`src/rtl/vedic_mul_pipe.sv`:
```
// Pipelined unsigned NxN Vedic (Urdhva Tiryakbhyam) multiplier with a valid/ready handshake.
// Operand halves are cross-multiplied in S1 and the partial products are summed in S2.

module vedic_mul_core #(
    parameter int unsigned W = 2
) (
    input  logic [W-1:0]   a,
    input  logic [W-1:0]   b,
    output logic [2*W-1:0] p
);
    localparam int unsigned H  = W / 2;
    localparam int unsigned PW = 2 * W;
    localparam int unsigned MW = W + 1;

    if (W == 2) begin : g_base
        // 2x2 Vedic cell: four partial-product ANDs reduced by two half adders
        logic t0, t1, t2, t3, s1, c1, s2, c2;
        always_comb begin
            t0 = a[0] & b[0];
            t1 = a[1] & b[0];
            t2 = a[0] & b[1];
            t3 = a[1] & b[1];
            s1 = t1 ^ t2;
            c1 = t1 & t2;
            s2 = t3 ^ c1;
            c2 = t3 & c1;
            p  = {c2, s2, s1, t0};
        end
    end else begin : g_rec
        logic [W-1:0]  pll, plh, phl, phh;
        logic [MW-1:0] mid;

        vedic_mul_core #(.W(H)) u_ll (.a(a[H-1:0]), .b(b[H-1:0]), .p(pll));
        vedic_mul_core #(.W(H)) u_lh (.a(a[H-1:0]), .b(b[W-1:H]), .p(plh));
        vedic_mul_core #(.W(H)) u_hl (.a(a[W-1:H]), .b(b[H-1:0]), .p(phl));
        vedic_mul_core #(.W(H)) u_hh (.a(a[W-1:H]), .b(b[W-1:H]), .p(phh));

        always_comb begin
            mid = MW'(plh) + MW'(phl);
            p   = PW'(pll) + (PW'(mid) << H) + (PW'(phh) << W);
        end
    end
endmodule

module vedic_mul_pipe #(
    parameter int unsigned WIDTH = 8
) (
    input  logic               clk,
    input  logic               rst_n,
    input  logic               in_valid,
    output logic               in_ready,
    input  logic [WIDTH-1:0]   a,
    input  logic [WIDTH-1:0]   b,
    output logic               out_valid,
    input  logic               out_ready,
    output logic [2*WIDTH-1:0] out_p
);
    localparam int unsigned H  = WIDTH / 2;
    localparam int unsigned SW = 2 * H;
    localparam int unsigned PW = 2 * WIDTH;
    localparam int unsigned MW = SW + 1;

    if (!(WIDTH == 2 || WIDTH == 4 || WIDTH == 8 || WIDTH == 16 || WIDTH == 32)) begin : g_bad_width
        $error("vedic_mul_pipe: WIDTH must be 2, 4, 8, 16 or 32");
    end

    logic [SW-1:0] pll_c, plh_c, phl_c, phh_c;

    if (WIDTH == 2) begin : g_w2
        // Half-width operands are single bits, so the sub-products are plain ANDs
        always_comb begin
            pll_c = {1'b0, a[0] & b[0]};
            plh_c = {1'b0, a[0] & b[1]};
            phl_c = {1'b0, a[1] & b[0]};
            phh_c = {1'b0, a[1] & b[1]};
        end
    end else begin : g_wn
        vedic_mul_core #(.W(H)) u_ll (.a(a[H-1:0]),     .b(b[H-1:0]),     .p(pll_c));
        vedic_mul_core #(.W(H)) u_lh (.a(a[H-1:0]),     .b(b[WIDTH-1:H]), .p(plh_c));
        vedic_mul_core #(.W(H)) u_hl (.a(a[WIDTH-1:H]), .b(b[H-1:0]),     .p(phl_c));
        vedic_mul_core #(.W(H)) u_hh (.a(a[WIDTH-1:H]), .b(b[WIDTH-1:H]), .p(phh_c));
    end

    logic          s1_valid_q, s1_valid_d;
    logic [SW-1:0] pll_q, pll_d, plh_q, plh_d, phl_q, phl_d, phh_q, phh_d;
    logic          out_valid_q, out_valid_d;
    logic [PW-1:0] out_p_q, out_p_d;
    logic [MW-1:0] mid_c;
    logic          stall_c;

    // Whole pipe advances together; a held output freezes every stage
    always_comb begin
        stall_c     = out_valid_q && !out_ready;
        s1_valid_d  = s1_valid_q;
        pll_d       = pll_q;
        plh_d       = plh_q;
        phl_d       = phl_q;
        phh_d       = phh_q;
        out_valid_d = out_valid_q;
        out_p_d     = out_p_q;
        mid_c       = MW'(plh_q) + MW'(phl_q);
        if (!stall_c) begin
            s1_valid_d  = in_valid;
            pll_d       = pll_c;
            plh_d       = plh_c;
            phl_d       = phl_c;
            phh_d       = phh_c;
            out_valid_d = s1_valid_q;
            out_p_d     = PW'(pll_q) + (PW'(mid_c) << H) + (PW'(phh_q) << WIDTH);
        end
    end

    always_ff @(posedge clk or negedge rst_n) begin
        if (!rst_n) begin
            s1_valid_q  <= 1'b0;
            pll_q       <= '0;
            plh_q       <= '0;
            phl_q       <= '0;
            phh_q       <= '0;
            out_valid_q <= 1'b0;
            out_p_q     <= '0;
        end else begin
            s1_valid_q  <= s1_valid_d;
            pll_q       <= pll_d;
            plh_q       <= plh_d;
            phl_q       <= phl_d;
            phh_q       <= phh_d;
            out_valid_q <= out_valid_d;
            out_p_q     <= out_p_d;
        end
    end

    assign in_ready  = !stall_c;
    assign out_valid = out_valid_q;
    assign out_p     = out_p_q;
endmodule

```
`config.mk`:
```
export PLATFORM = sky130hd
export DESIGN_NAME = vedic_mul_pipe
export DESIGN_NICKNAME = d
export VERILOG_FILES = /design/src/rtl/vedic_mul_pipe.sv
export SDC_FILE = /design/constraint.sdc
export NUM_CORES = 1
export LEC_CHECK = 0
export CAP_MARGIN = 25
export CORE_ASPECT_RATIO = 1.4
export CORE_UTILIZATION = 55
export CTS_CLUSTER_SIZE = 28
export DETAILED_ROUTE_END_ITERATION = 8
export DONT_BUFFER_PORTS = 1
export GPL_ROUTABILITY_DRIVEN = 0
export GPL_TIMING_DRIVEN = 0
export PLACE_DENSITY = 0.82
export SLEW_MARGIN = 20
export SYNTH_ARGS = -nofsm -noshare
export SYNTH_HDL_FRONTEND = slang
export SYNTH_SLANG_ARGS = --single-unit
```
`constraint.sdc`:
```
create_clock -name clk -period 7.1 [get_ports clk]
set_input_delay 2.13 -clock clk [delete_from_list [all_inputs] [get_ports clk]]
set_output_delay 2.13 -clock clk [all_outputs]
set_load 0.02 [all_outputs]
```
# Yosys cells after proc, flatten, opt, wreduce, memory -nomap -nowiden
# Cells that the tools add are included.
[word_totals] regBits=50 word_cells=153
[classes] reduce_logical=3 n_addsub=15 bitwise=128
[op_table] op="bitwise AND 1 bit" count=96
[op_table] op="adder 4 x 7 -> 8 bit" count=4
[op_table] op="adder 8 bit" count=4
[op_table] op="bitwise XOR 1 bit" count=32
[op_table] op="adder 4 x 4 -> 5 bit" count=4
[op_table] op="adder 14 x 16 -> 16 bit" count=1
[op_table] op="adder 8 x 13 -> 14 bit" count=1
[op_table] op="adder 8 x 8 -> 9 bit" count=1
[op_table] op="zero test 1 bit" count=2
[op_table] op="logical AND 1 bit" count=1

# Depth between registers and ports, before layout
# Gate-level depths: netlist of the first run.
[depth] ltp_word=6 ltp_mapped=14

# Modules after synthesis
# From an unflattened synthesis of the first run, not the netlist that was laid out.
[hier_totals] cells_unflattened=596 area_unflattened_um2=5216.3
[by_module_without_submodules] mod="vedic_mul_pipe" cells_per_inst=300 instances=1 area_each_um2=2688.8
[by_module_without_submodules] mod="vedic_mul_core at g_wn.u_hh.g_rec.u_hh ..." cells_per_inst=10 instances=16 area_each_um2=80.1
[by_module_without_submodules] mod="vedic_mul_core at g_wn.u_hh ..." cells_per_inst=34 instances=4 area_each_um2=311.5

# Worst setup path before layout of the first run
# Ideal clock, no wire load.
[synth_timing] kind="input to output" start="input port out_ready" end="output port in_ready" arrival_ns=2.970 n_path_buf=2 required_time_ns=4.970 stages=4 setup_slack_ns=2.000 cell_sequence="nor2b_1 -> clkbuf_1 -> inv_2 -> clkbuf_1"
[synth_via] elab_chain_len=3
[synth_rtl] element="start, declared" line_no="55" text="input logic out_ready,"
[synth_rtl] element="zero test 1 bit" line_no="93" text="stall_c = out_valid_q && !out_ready;"
[synth_rtl] element="logical AND 1 bit" line_no="93"
[synth_rtl] element="zero test 1 bit" line_no="133" text="assign in_ready = !stall_c;"
[synth_rtl] element="end, declared" line_no="51" text="output logic in_ready,"
# No other way between the ends.

# Worst setup path after layout of the first run
# Ends and elaborated chain as after synthesis.

==> results.cfg, run 1 <==
[status]
status = completed

[grt]
antenna_found_initial = 0
grt_overflow_total = 0
grt_max_degree = 51
grt_pass1_vias = 3666
grt_use_total = 0.242
grt_pass1_wl_um = 16100

[placement]
io_buffers = 0
postPlaceCellArea_um2 = 4610
dp_hpwl_um = 7500
place_ws_ps = 1440

[finish]
area_delta_synth_final_pct = 5.16
nFillCells = 687
antenna-diode-count = 0
mostFrequentLayoutCell = nand2_1
stdcell_area_um2 = 4720
nets = 628
fin_util = 0.601
layout.cells.most_common_list = 97 x nand2_1, 87 x ha_1, 61 x and2_1
final_layout_size_suffix_gt1_frac = 0.0234

[logic_synthesis]
synth_ff_type = dfrtp_1
syn-cell-area_um2 = 4490
synth-seq-area-share = 0.279
syn_avg_cell_area_um2 = 8.90
ys_ff_latch = 50
ys_types = 38
async_reset_ff_frac = 1.00
syn_nets = 621
synth_edf_count = 0
syn_inst = 504
yosysWarnings = 0

[sta]
skew_ps = 7.56
setup_viol = 0
finalWorstSetupSlack_ps = 1470
timing.fmax_ghz = 0.178
tns_ps = 0
hold_viol = 0
worst_pin_slew_ps = 769
maxSlewHeadroom = 0.488
rsz0062_at_grt = false
period_share = 0.793
period_needed_ps = 5630
slew_viol_final = 0

[min_path]
hold_path_depth = 2
worstHoldPathType = flop to flop

[die]
num_rows = 38
dieWidth_um = 78.3
die_h_um = 109
io_pins = 38
dieArea_um2 = 8530
initial_utilization = 0.572
coreArea_um2 = 7850

[setup_path]
critPathLaunchType = input pin
r2r_cells = 14
crit_path_top_delay_cell = clkbuf_1
max_stage_delay_ps = 440
worstPathRequired_ps = 4970
path_common_cell = clkbuf_1
arrival_ps = 3500
setup.worst_path.class = input pin to primary output
end_kind = primary output
cp_max_fo = 10
cp_cell_sequence = nor2b_1 > clkbuf_1 > inv_2 > clkbuf_1

[clocking]
cts_buffer_depth = 2
ctsResizeCount = 0
cts_setup_buffers = 0
cts-root-buf = clkbuf_8
hold_buffers = 0
cts_tree = yes
htree_levels = 2
insertion_delay_ps = 320
clkTransAtPathRegs_ps = 80
clock-sinks = 50
numCtsBuffers = 5

[power_and_ir_drop]
p_int_mw = 0.767
clkPwrFrac = 0.148
switchingPower_mw = 0.567
p_seq_frac = 0.356
leakagePower_nw = 2.49
pwr-share-comb = 0.496
vdd_drop_max_uv = 148
p_per_area_nw_per_um2 = 283
swShare = 0.425

[routing]
drt_first_iter_violations = 185
drc = 0
firstDrtPassIters = 4
wl_per_cell_um = 15.5
finalWirelength_um = 9460
drt-vias-per-instance = 5.66
via_count = 3466
ant_nets = 0

[job]
maxCapViolations = 0
[final timing paths]
check                      startpoint   endpoint  slack (ps)
setup / recovery            out_ready   in_ready        1470
hold / removal               pll_q[3]   pll_q[3]         480
setup reg to reg             plh_q[0]  out_p[15]        3930
hold reg to reg              pll_q[3]   pll_q[3]         480
max in group asynchronous       rst_n   phh_q[4]        5510
min in group asynchronous       rst_n   out_p[2]        1500
[state kept, by name, summed over array words and instances (netlist names)]
register / flops
out_p: 16
out_valid: 1
phh_q: 8
phl_q: 8
plh_q: 8
pll_q: 8
s1_valid_q: 1
[logic make-up after synthesis]
logic type                 Yosys count  synth area share
and+or+nand+nor                    190             0.204
AOI/OAI and AO/OA                  103             0.136
adders and majority gates           97             0.287
DFF                                 50             0.279
xor gates and xnor gates            36            0.0703
buffers and inverters               28            0.0234
[critical path, delay by kind of cell]
| kind | cells | cell delay [ps] |
|---|---|---|
| buf+inv | 3 | 1050 |
| simple gates | 1 | 310 |
[metrics by stage]
stage / total power [mW] / hold slack [ps] / instances
floorplan: 1.00 / 430 / 504
global placement: 1.10 / 451 / 604
detailed placement: 1.13 / 460 / 604
CTS: 1.34 / 480 / 612
global route: 1.45 / 501 / 612
finish: 1.33 / 477 / 612
[metal layers]
metal,GRT usage,part of all wire,vias up
li1,-,-,1737
met1,0.256,0.40,1638
met2,0.465,0.53,75
met3,0.0460,0.039,16
met4,0.0979,0.024,0
met5,0,0,-
[Yosys cell counts, types with 3 or more instances]
| master | instances | area share |
|---|---|---|
| a21o_1 | 13 | 0.022 |
| a21oi_1 | 41 | 0.046 |
| and2_1 | 61 | 0.085 |
| clkbuf_1 | 9 | 0.0075 |
| dfrtp_1 | 50 | 0.28 |
| fa_1 | 10 | 0.045 |
| ha_1 | 87 | 0.24 |
| inv_1 | 17 | 0.014 |
| nand2_1 | 97 | 0.081 |
| nand3_1 | 4 | 0.0045 |
| nor2_1 | 12 | 0.010 |
| nor2b_1 | 3 | 0.0042 |
| o211ai_1 | 3 | 0.0050 |
| o21ai_0 | 31 | 0.035 |
| xnor2_1 | 20 | 0.039 |
| xor2_1 | 16 | 0.031 |
[power groups by stage]
stage               Clock [mW]  Combinational [mW]  Sequential [mW]
floorplan                    0               0.538            0.464
global placement             0               0.621            0.478
detailed placement           0               0.650            0.482
CTS                      0.199               0.660            0.476
global route             0.215               0.747            0.487
finish                   0.198               0.661            0.474
[final cells by class]
class | instances | area, um^2 | area share
inverter | 18 | 67.6 | 0.0143
clock inverter | 1 | 30.0 | 0.00637
clock buffer | 7 | 76.3 | 0.0162
buffer | 10 | 37.5 | 0.00796
tap | 100 | 125 | 0.0265
multi-input combinational | 426 | 3130 | 0.663
sequential | 50 | 1250 | 0.265
Note: power is estimated with default switching activity, not from simulation.
==> inputs of run 2 (changes only) <==
==> constraint.sdc (replaced) <==
create_clock -name clk -period 5.5 [get_ports clk]
set_input_delay 1.65 -clock clk [delete_from_list [all_inputs] [get_ports clk]]
set_output_delay 1.65 -clock clk [all_outputs]
set_load 0.02 [all_outputs]
==> results of run 2 <==
Same layout as run 1 (identical final DEF). Status: completed.
Main changes from that run: setup slack after placement 1440 ps -> 804 ps; setup slack after layout 1470 ps -> 829 ps; register-to-register setup slack 3930 ps -> 2330 ps; total power 1.33 mW -> 1.72 mW; worst IR drop on VDD 148 uV -> 192 uV
